<file path="config.mk">
export PLATFORM = sky130hd
export DESIGN_NAME = muldiv_share_arb
export DESIGN_NICKNAME = d
export VERILOG_FILES = /design/src/rtl/muldiv_share_arb.sv
export SDC_FILE = /design/constraint.sdc
export NUM_CORES = 1
export LEC_CHECK = 0
export BUFFER_PORTS_ARGS = -buffer_cell sky130_fd_sc_hd__buf_2
export CORE_MARGIN = 10
export CORE_UTILIZATION = 43
export CTS_CLUSTER_SIZE = 14
export DETAILED_ROUTE_END_ITERATION = 8
export GPL_ROUTABILITY_DRIVEN = 0
export GPL_TIMING_DRIVEN = 0
export PLACE_DENSITY = 0.8
export RECOVER_POWER = 100
export SYNTH_ARGS = -nofsm -noshare
export SYNTH_HDL_FRONTEND = slang
export SYNTH_SLANG_ARGS = --single-unit
export TNS_END_PERCENT = 50
</file>
<file path="constraint.sdc">
create_clock -name clk -period 1.8 [get_ports clk]
set_input_delay 0.18 -clock clk [delete_from_list [all_inputs] [get_ports clk]]
set_output_delay 0.18 -clock clk [all_outputs]
set_load 0.01 [all_outputs]
</file>
<file path="src/rtl/muldiv_share_arb.sv">
// Round-robin arbiter/sequencer sharing one multi-cycle MUL/DIV unit between NUM_REQ requesters.
// Optional watchdog on the unit: define MULDIV_TIMEOUT_EN (adds the WAIT counter and DRAIN state).
module muldiv_share_arb #(
   parameter int NUM_REQ = 2,
   parameter int TIMEOUT = 64
) (
   input  logic                   clk,
   input  logic                   rst_n,
   input  logic [NUM_REQ-1:0]     req,
   input  logic [3*NUM_REQ-1:0]   req_op,
   input  logic [32*NUM_REQ-1:0]  req_a,
   input  logic [32*NUM_REQ-1:0]  req_b,
   output logic [NUM_REQ-1:0]     req_ready,
   output logic [NUM_REQ-1:0]     rsp_valid,
   output logic [31:0]            rsp_result,
   output logic                   rsp_err,
   output logic                   busy,
   output logic                   unit_start,
   output logic [2:0]             unit_op,
   output logic [31:0]            unit_a,
   output logic [31:0]            unit_b,
   input  logic                   unit_valid,
   input  logic [31:0]            unit_result
);
   localparam int ID_W = $clog2(NUM_REQ);

   if (NUM_REQ < 2 || NUM_REQ > 8 || TIMEOUT < 1 || TIMEOUT > 255) begin : g_bad_param
      $error("muldiv_share_arb: parameter out of range");
   end

   typedef enum logic [2:0] {
      S_IDLE,
      S_ISSUE,
      S_WAIT,
`ifdef MULDIV_TIMEOUT_EN
      S_DRAIN,
`endif
      S_RESP
   } state_t;

   state_t          state;
   logic [ID_W-1:0] ptr;
   logic [ID_W-1:0] owner;
   logic [ID_W-1:0] win;
   logic            found;

   // First pending request at or above the pointer, wrapping around.
   always_comb begin
      found = 1'b0;
      win   = '0;
      for (int i = 0; i < NUM_REQ; i++) begin
         if (!found && req[(int'(ptr) + i) % NUM_REQ]) begin
            found = 1'b1;
            win   = ID_W'((int'(ptr) + i) % NUM_REQ);
         end
      end
   end

   always_comb begin
      req_ready = '0;
      if (state == S_IDLE && found) req_ready[win] = 1'b1;
   end

   assign busy = (state != S_IDLE);

`ifdef MULDIV_TIMEOUT_EN
   logic [7:0] cnt;
`else
   assign rsp_err = 1'b0;
`endif

   always_ff @(posedge clk) begin
      if (!rst_n) begin
         state      <= S_IDLE;
         ptr        <= '0;
         owner      <= '0;
         unit_start <= 1'b0;
         unit_op    <= '0;
         unit_a     <= '0;
         unit_b     <= '0;
         rsp_valid  <= '0;
         rsp_result <= '0;
`ifdef MULDIV_TIMEOUT_EN
         rsp_err    <= 1'b0;
         cnt        <= '0;
`endif
      end else begin
         unit_start <= 1'b0;
         rsp_valid  <= '0;
         case (state)
            S_IDLE: begin
               if (found) begin
                  owner      <= win;
                  unit_op    <= req_op[int'(win)*3 +: 3];
                  unit_a     <= req_a[int'(win)*32 +: 32];
                  unit_b     <= req_b[int'(win)*32 +: 32];
                  unit_start <= 1'b1;
                  state      <= S_ISSUE;
               end
            end
            S_ISSUE: begin
               state <= S_WAIT;
`ifdef MULDIV_TIMEOUT_EN
               cnt   <= '0;
`endif
            end
            S_WAIT: begin
               if (unit_valid) begin
                  rsp_result       <= unit_result;
                  rsp_valid[owner] <= 1'b1;
                  state            <= S_RESP;
               end
`ifdef MULDIV_TIMEOUT_EN
               else if (cnt == 8'(TIMEOUT - 1)) begin
                  rsp_result       <= 32'hFFFF_FFFF;
                  rsp_err          <= 1'b1;
                  rsp_valid[owner] <= 1'b1;
                  state            <= S_RESP;
               end else begin
                  cnt <= cnt + 8'd1;
               end
`endif
            end
            S_RESP: begin
               ptr <= (owner == ID_W'(NUM_REQ - 1)) ? '0 : owner + ID_W'(1);
`ifdef MULDIV_TIMEOUT_EN
               // A timed-out op may still complete later; swallow that pulse in DRAIN.
               state   <= rsp_err ? S_DRAIN : S_IDLE;
               rsp_err <= 1'b0;
               cnt     <= '0;
`else
               state <= S_IDLE;
`endif
            end
`ifdef MULDIV_TIMEOUT_EN
            S_DRAIN: begin
               if (unit_valid || cnt == 8'(TIMEOUT - 1)) state <= S_IDLE;
               else                                       cnt   <= cnt + 8'd1;
            end
`endif
            default: state <= S_IDLE;
         endcase
      end
   end
endmodule

</file>
* Word level (Yosys, flattened, before mapping)
Index checks and enable logic that the tools add are counted.
** Word-level totals
- Register bits :: 107
- Input port bits :: 171
- Output and inout bits :: 106
** Operators by class
- Add/sub/neg operators :: 2
- $mul :: 1
- Magnitude comparators :: 6
- Equality and inequality tests :: 5
- Shift operators :: 3
- Muxes and demuxes :: 19
- Bitwise operators :: 1
- Reductions and logical operators :: 12
** Operators by type and width (count)
- variable part select 64 x 7 -> 32 bit :: 2
- two-way mux 1 bit :: 13
- case mux 3 bit (3 select lines) :: 1
- AND reduction 2 bit :: 4
- equality test 3 x 2 -> 1 bit (second input constant) :: 2
- < comparator 1 x 2 -> 1 bit (second input constant) :: 3
- two-way mux 3 bit :: 2
- variable part select 6 x 4 -> 3 bit :: 1
- logical AND 1 bit :: 4
- != test 2 bit (second input constant) :: 2
- equality test 3 x 1 -> 1 bit (second input constant) :: 1
- zero test 3 bit :: 1
- < comparator 2 x 3 -> 1 bit (second input constant) :: 1
- multiplier 1 x 2 -> 3 bit (second input constant) :: 1
- AND reduction 3 bit :: 1
- nonzero test 3 bit :: 1
- adder 1 bit (second input constant) :: 2
- demux 1 bit (select 1 bit) :: 2
- >= comparator 1 bit (second input constant) :: 2
- two-way mux 2 bit :: 1
- bitwise AND 1 bit (first input constant) :: 1
- zero test 1 bit :: 1

* Depth between registers and ports, before layout
Gate-level depths: netlist of the first run.
- Depth in word-level cells :: 12
- Mapped depth :: 7

* Worst setup path before layout of the first run
Ideal clock, no wire load.
- Path kind :: flip-flop to flip-flop
- From :: reg state[0]
- To :: reg rsp_valid[0]
- Data arrival time :: 1.212 ns
- Setup slack :: 0.472 ns
- Cell stages (with the launch flop) :: 7
- Period minus slack after synthesis :: 1.328 ns
- Path through :: dfxtp_1 -> inv_1 -> ha_1 -> and2_1 -> buf_2 -> buf_2 -> and3_1
** On the way
- Word-level cells in the longest chain between the ends :: 2
** Ends and longest elaborated chain
- start: declaration :: line 41 : state_t state;
- start signal: assignment :: line 74 : state <= S_IDLE;
- start signal: assignment :: line 98 : state <= S_ISSUE;
- start signal: assignment :: line 102 : state <= S_WAIT;
- equality test 3 x 2 -> 1 bit :: line 90 : case (state)
- AND reduction 3 bit (no line)
- end signal: assignment :: line 81 : rsp_valid <= '0;
- end signal: assignment :: line 89 : rsp_valid <= '0;
- end signal: indexed assignment :: line 110 : rsp_valid[owner] <= 1'b1;
- end: declaration :: line 14 : output logic [NUM_REQ-1:0] rsp_valid,
Every way passes these cells.
A chain may end at the register's enable or synchronous reset.

* Worst setup path after layout of the first run
- From :: reg ptr
- To :: out req_ready[1]
** On the way
- Word-level cells in the longest chain between the ends :: 11
- Elaborated cells between the ends (all ways) :: 19
- Classes of those cells :: add/sub: 1; order compare: 2; mux: 12; reduce/logical: 4
** Ends and longest elaborated chain
- start: declaration :: line 42 : logic [ID_W-1:0] ptr;
- start signal: assignment :: line 125 : ptr <= (owner == ID_W'(NUM_REQ - 1)) ? '0 : owner + ID_W'(1);
- adder 1 bit / two-way mux 1 bit (equally long branches) :: line 52, 54
- two-way mux 1 bit (implied by the code) (2 in a row) :: line 52 : if (!found && req[(int'(ptr) + i) % NUM_REQ]) begin
- two-way mux 1 bit (implied by the code) / zero test 1 bit (equally long branches) :: line 52
- logical AND 1 bit :: line 52
- two-way mux 1 bit :: line 52
- < comparator 1 x 2 -> 1 bit (implied by the code) / >= comparator 1 bit (equally long branches) :: line 61 : if (state == S_IDLE && found) req_ready[win] = 1'b1;
- logical AND 1 bit (implied by the code) :: line 61
- two-way mux 1 bit (implied by the code) :: line 61
- demux 1 bit (select 1 bit) :: line 61
- two-way mux 2 bit * :: line 61
- end: declaration :: line 13 : output logic [NUM_REQ-1:0] req_ready,
Mark *: on every way between the ends. The rest lies on a longest branch, timed or not. The select of a mux whose other input is x is not followed.

==> results of run 1 <==
[timing repair]
| action | 4_1_cts | 5_1_grt |
|---|---|---|
| setup buffers | 0 | 0 |
| gates cloned | 0 | 0 |
| resized for setup | 1 | 2 |
| setup endpoints to repair | 1 | 1 |
[flip-flops by register name, summed over array words and instances, names as in the netlist]
name and cells:
rsp_result 32, unit_a 32, unit_b 32, unit_op 3
rsp_valid 2, state 2, owner 1, ptr 1
unit_start 1
[routing by layer]
layer  wire length [um]  GRT usage, %  vias up
met4                393          7.42        0
met3               2020          9.07       27
li1                   -             -     2602
met2               8680          38.1      257
met1               7060          25.1     2442
met5                  0             0        -
[through the flow]
| step | worst slack [ns] | cells |
|---|---|---|
| finish | 0.108 | 993 |
| global route | 0.00895 | 992 |
| CTS | 0.0260 | 991 |
| detailed placement | 0.222 | 976 |
| global placement | 0.242 | 976 |
| floorplan | 0.472 | 567 |
[logic make-up after synthesis]
group / after synthesis / share of synthesized area, %
other: 1 / 0.0816
DFF: 106 / 46.2
muxes: 2 / 0.436
adders and majority gates: 4 / 1.09
and+or+nand+nor: 145 / 14.3
AOI/OAI and AO/OA: 239 / 29.9
buffers and inverters: 70 / 8.06
[how the worst max path moves through the flow]
stage / from / endpoint / slack (ns) / cells past startpoint
after floorplan: state[0]$_SDFFE_PN0P_ / rsp_valid[0]$_SDFF_PN0_ / 0.47 / 6
after global placement: state[0]$_SDFFE_PN0P_ / unit_a[26]$_SDFFE_PN0P_ / 0.24 / 6
after detailed placement: state[0]$_SDFFE_PN0P_ / unit_a[26]$_SDFFE_PN0P_ / 0.22 / 6
after CTS: ptr$_SDFFE_PN0N_ / req_ready[1] / 0.03 / 5
after global routing: ptr$_SDFFE_PN0N_ / req_ready[1] / 0.009 / 5
final: ptr$_SDFFE_PN0N_ / req_ready[1] / 0.11 / 5
[final cells by class]
| type | count | area, um2 |
|---|---|---|
| fill | 1080 | 4160 |
| sequential | 106 | 2120 |
| multi-input combinational | 391 | 2100 |
| timing repair buffer | 273 | 1240 |
| buffer | 63 | 342 |
| tap | 136 | 170 |
| clock buffer | 10 | 138 |
| clock inverter | 6 | 65.1 |
| inverter | 6 | 22.5 |
| antenna | 2 | 5.00 |
[layout by cell type, fill, tap and decap left out, types with 2 or more instances in the layout]
cell / instances
clkbuf_1: 130
nand3_1: 67
buf_2: 187
dfxtp_1: 105
diode_2: 2
clkbuf_8: 10
nand2_1: 68
o21ai_0: 126
buf_6: 7
and2_1: 3
mux2i_1: 2
buf_4: 2
ha_1: 4
o21a_1: 2
o21ai_1: 8
a31oi_1: 67
inv_1: 5
a21boi_0: 32
clkbuf_2: 9
clkinv_2: 2
a21oi_1: 2
and3_1: 3
[critical path: cells and delay by family, from the launching register on]
family | cells | cell delay [ns]
DFF | 1 | 0.37
and+or+nand+nor | 2 | 0.27
buffers and inverters | 3 | 0.52
[power groups by stage]
stage	combinational, mW	sequential [mW]	clock, mW
6_report	3.06	3.28	1.52
5_1_grt	3.40	3.36	1.62
4_1_cts	3.27	3.25	1.53
3_5_place_dp	3.26	3.30	0
3_3_place_gp	3.25	3.27	0
2_1_floorplan	1.58	3.57	0
==> flow_summary.toml, run 1 <==
[route]
vias = 5328
drtIter0Drc = 486
wl_per_cell_um = 18.3
post-route-drc-count = 0
routed_wl_um = 18100
detail_route.first_pass.iterations = 5
vias_per_cell = 5.37
postRouteAntennaNets = 0

[timing]
fin_tns_setup_ns = 0
final.period_utilization_pct = 94.0
fmax_mhz = 591
clock_skew_ns = 0.0116
setup_viol = 0
slew_viol_final = 0
hold_viol_final = 0
hold-worst-slack_ns = 0.0647
finalCriticalPeriod_ns = 1.69
rsz0062_at_grt = "false"

[die]
die_x_um = 123
core_area_mm2 = 0.0104
rows = 37
dieArea_mm2 = 0.0152
start_util_pct = 44.3
die_h_um = 123
io_pins = 277

[worst_setup_path]
r2r_end = "unit_a[6]$_SDFFE_PN0P_"
rr_startpoint = "state[0]$_SDFFE_PN0P_"
critPathKind = "flop to output port"
crit_path_top_delay_cell = "dfxtp_2"
r2r_cells = 7
rrSetupSlack_ns = 0.15
start_kind = "flop"
cp.required_ns = 1.62
arrival_ns = 1.51
slowest_delay_ns = 0.37
path_cells = "nand2b_1 -> buf_2 -> buf_8 -> and3_1 -> clkbuf_2"
crit_fanout = 19
endpoint_kind = "output port"

[clocking]
cts_tree = "built"
cts_root_buf = "clkbuf_8"
hold_buffers = 0
clk_pin_slew_ns = 0.10
cts_buffer_depth = 2
htreeDepth = 3
numCtsBuffers = 9
clk_latency_ns = 0.36
cts_sinks = 106

[min_path]
min_from = "unit_result[30]"
hold_path.class = "primary input to flop"
worstHoldPathCells = 3
holdPathEnd = "rsp_result[30]$_SDFFE_PN0P_"

[cells_and_area]
final_core_util_pct = 59.8
drive_gt1_share_pct = 26.3
fin_area_mm2 = 0.00621
area_growth_pct = 35.0
nNetsFinal = 1025

[global_routing]
grt_pass1_wl_um = 27400
antenna_found_initial = 1
grt.total_usage_pct = 22.4
grt_pass1_vias = 5332
overflow = 0
grt_max_degree = 20

[power_and_ir_drop]
pwr_density_cell_mw_per_mm2 = 1270
pwr-share-clk_pct = 19.4
p_sw_share_pct = 39.5
power_switching_mw = 3.10
power.share.sequential_pct = 41.7
p_int_mw = 4.76
ir_drop_v = 0.000666
p_leak_nw = 2.50
power_mw = 7.86
p_comb_share_pct = 38.9

[synthesis]
synth_commonest_cells = "126 x o21ai_0, 106 x dfxtp_1, 68 x nand2_1, 67 x a31oi_1, 67 x nand3_1"
netlist_area_mm2 = 0.00460
postSynth.asyncResetShare_pct = 0
yosysMostFrequentCell = "o21ai_0"
synth_top_area_share_pct = 46.2
synth.ff_latch_count = 106
ys.flop_type = "dfxtp_1"
synth_fp_nets = 742
synth_cells = 567
syn_avg_cell_area_um2 = 8.11
yosysUniqueCellTypes = 28
synth_top_area_cell = "dfxtp_1"
synth_enable_flop_cells = 0
seq_area_frac_synth_pct = 46.2
ys_warn_count = 0
ys_top_cells_by_area = "dfxtp_1 46%, o21ai_0 14%, a31oi_1 9.1%"

[place]
place_area_mm2 = 0.00613
port_buffers = 273
place_hpwl_um = 14200

[run_status]
outcome = "finished clean"

[run]
maxCapViolCount = 0
Power figures use the tool's default switching activity.
==> inputs of run 2 (changes only) <==
--- a/config.mk
+++ b/config.mk
@@ -12,6 +12,7 @@
 export DETAILED_ROUTE_END_ITERATION = 8
 export GPL_ROUTABILITY_DRIVEN = 0
 export GPL_TIMING_DRIVEN = 0
+export MAX_ROUTING_LAYER = met4
 export PLACE_DENSITY = 0.8
 export RECOVER_POWER = 100
 export SYNTH_ARGS = -nofsm -noshare
==> run 2 against run 1 <==
Effect of this change:
- sequential share of layout area did not move
- wire length increased by 0.15%
- first-iteration DRC count is 8.0% lower
- non-clock buffer count is the same
- critical path depth stayed put
- largest power group unchanged
- worst hold slack lost 0.0020 ns
- critical endpoint unchanged
- global-route usage increased by 0.69 points
- flip-flop and latch count did not move
- setup slack worse by 0.00057 ns
- die area unchanged
- via count increased by 0.38%
- sequential power about the same
==> flow_summary.toml, run 2 (synthesized netlist as in run 1, its figures left out) <==
[cells_and_area]
final_common_cell = "buf_2"
nNetsFinal = 1025
final_core_util_pct = 59.8
drive_gt1_share_pct = 26.3
area_growth_pct = 35.0
final_cell_mix = "187 x buf_2, 130 x clkbuf_1, 126 x o21ai_0"
largest_registers = "rsp_result x32, unit_a x32, unit_b x32"
fin_cells = 993
fin_area_mm2 = 0.00621

[power_and_ir_drop]
pwr_density_cell_mw_per_mm2 = 1270
p_leak_nw = 2.50
ir_drop_v = 0.000664

[timing]
fin_tns_setup_ns = 0
final.period_utilization_pct = 94.0
slew_viol_final = 0
setup_viol = 0
rsz0062_at_grt = "false"
finalCriticalPeriod_ns = 1.69
clock_skew_ns = 0.0135
hold_viol_final = 0
fmax_mhz = 591
hold-worst-slack_ns = 0.0627

[worst_setup_path]
start_kind = "flop"
arrival_ns = 1.51
crit_fanout = 19
r2r_cells = 7
critPathKind = "flop to output port"
endpoint_kind = "output port"
cp.required_ns = 1.62

[route]
detail_route.first_pass.iterations = 4
wl_per_cell_um = 18.3
vias = 5348
vias_per_cell = 5.39
post-route-drc-count = 0
routed_wl_um = 18200
drtIter0Drc = 447
postRouteAntennaNets = 0

[min_path]
hold_path.class = "primary input to flop"
worstHoldPathCells = 3

[die]
dieArea_mm2 = 0.0152
start_util_pct = 44.3
die_h_um = 123
rows = 37
die_x_um = 123
io_pins = 277
core_area_mm2 = 0.0104

[run]
maxCapViolCount = 0

[clocking]
clk_latency_ns = 0.36
cts_sinks = 106
numCtsBuffers = 9
cts_root_buf = "clkbuf_8"
cts_tree = "built"
clk_pin_slew_ns = 0.10
htreeDepth = 3
post_cts_buffers = 0
cts_buffer_depth = 2
hold_buffers = 0

[global_routing]
grt_pass1_wl_um = 27400
grt.total_usage_pct = 23.1
grt_pass1_vias = 5357
overflow = 0
antenna_found_initial = 1
grt_max_degree = 20

[place]
post-place-cells = 976
place_area_mm2 = 0.00613
place_hpwl_um = 14200
port_buffers = 273

[run_status]
outcome = "finished clean"
==> run 2: cell counts in the layout (fill, tap and decap cells not counted) <==
Identical to the previous run, type by type.
==> run 2: area by class of cell <==
class	instances	area, um2
flip-flops and latches	106	2120
fillers	1080	4160
inverters	6	22.5
multi-input cells	391	2100
diodes	2	5.00
plain buffers	63	342
clock inverters	6	65.1
well taps	136	170
clock buffers	10	138
repair buffers	273	1240
==> run 2: final timing paths <==
path,endpoint,slack [ns],startpoint
worst max register to register,owner$_SDFFE_PN0P_,0.16,state[0]$_SDFFE_PN0P_
worst max-delay path,req_ready[1],0.11,ptr$_SDFFE_PN0N_
worst min-delay path,rsp_result[30]$_SDFFE_PN0P_,0.06,unit_result[30]
worst min register to register,rsp_result[22]$_SDFFE_PN0P_,0.47,rsp_result[22]$_SDFFE_PN0P_
==> run 2: routing by layer <==
metal,share of wire [%],vias to the layer above,global-route usage (%),routed length (um)
li1,-,2602,-,-
met1,40,2456,26.3,7290
met2,48,265,38.1,8750
met3,9.8,25,7.16,1790
met4,1.9,0,7.35,343
met5,0,-,-,0
==> run 2: timing repair <==
action	CTS	global route
resized for setup	1	2
endpoints found under the setup margin	1	1
cloned	0	0
==> run 2: power breakdown <==
group | internal, mW | switching (mW) | total, mW
Sequential | 2.97 | 0.309 | 3.28
Clock | 0.686 | 0.829 | 1.51
Combinational | 1.10 | 1.96 | 3.06
==> run 2: metrics by stage <==
stage | setup slack [ns] | total power [mW]
4_1_cts | 0.0260 | 8.05
6_report | 0.108 | 7.86
5_1_grt | 0.00893 | 8.38
3_5_place_dp | 0.222 | 6.56
3_3_place_gp | 0.242 | 6.51
2_1_floorplan | 0.472 | 5.15
==> run 2: critical path, stage by stage (launching register included) <==
cell and delay (ns):
dfxtp_2 0.37, nand2b_1 0.10, buf_2 0.18, buf_8 0.20, and3_1 0.17, clkbuf_2 0.14
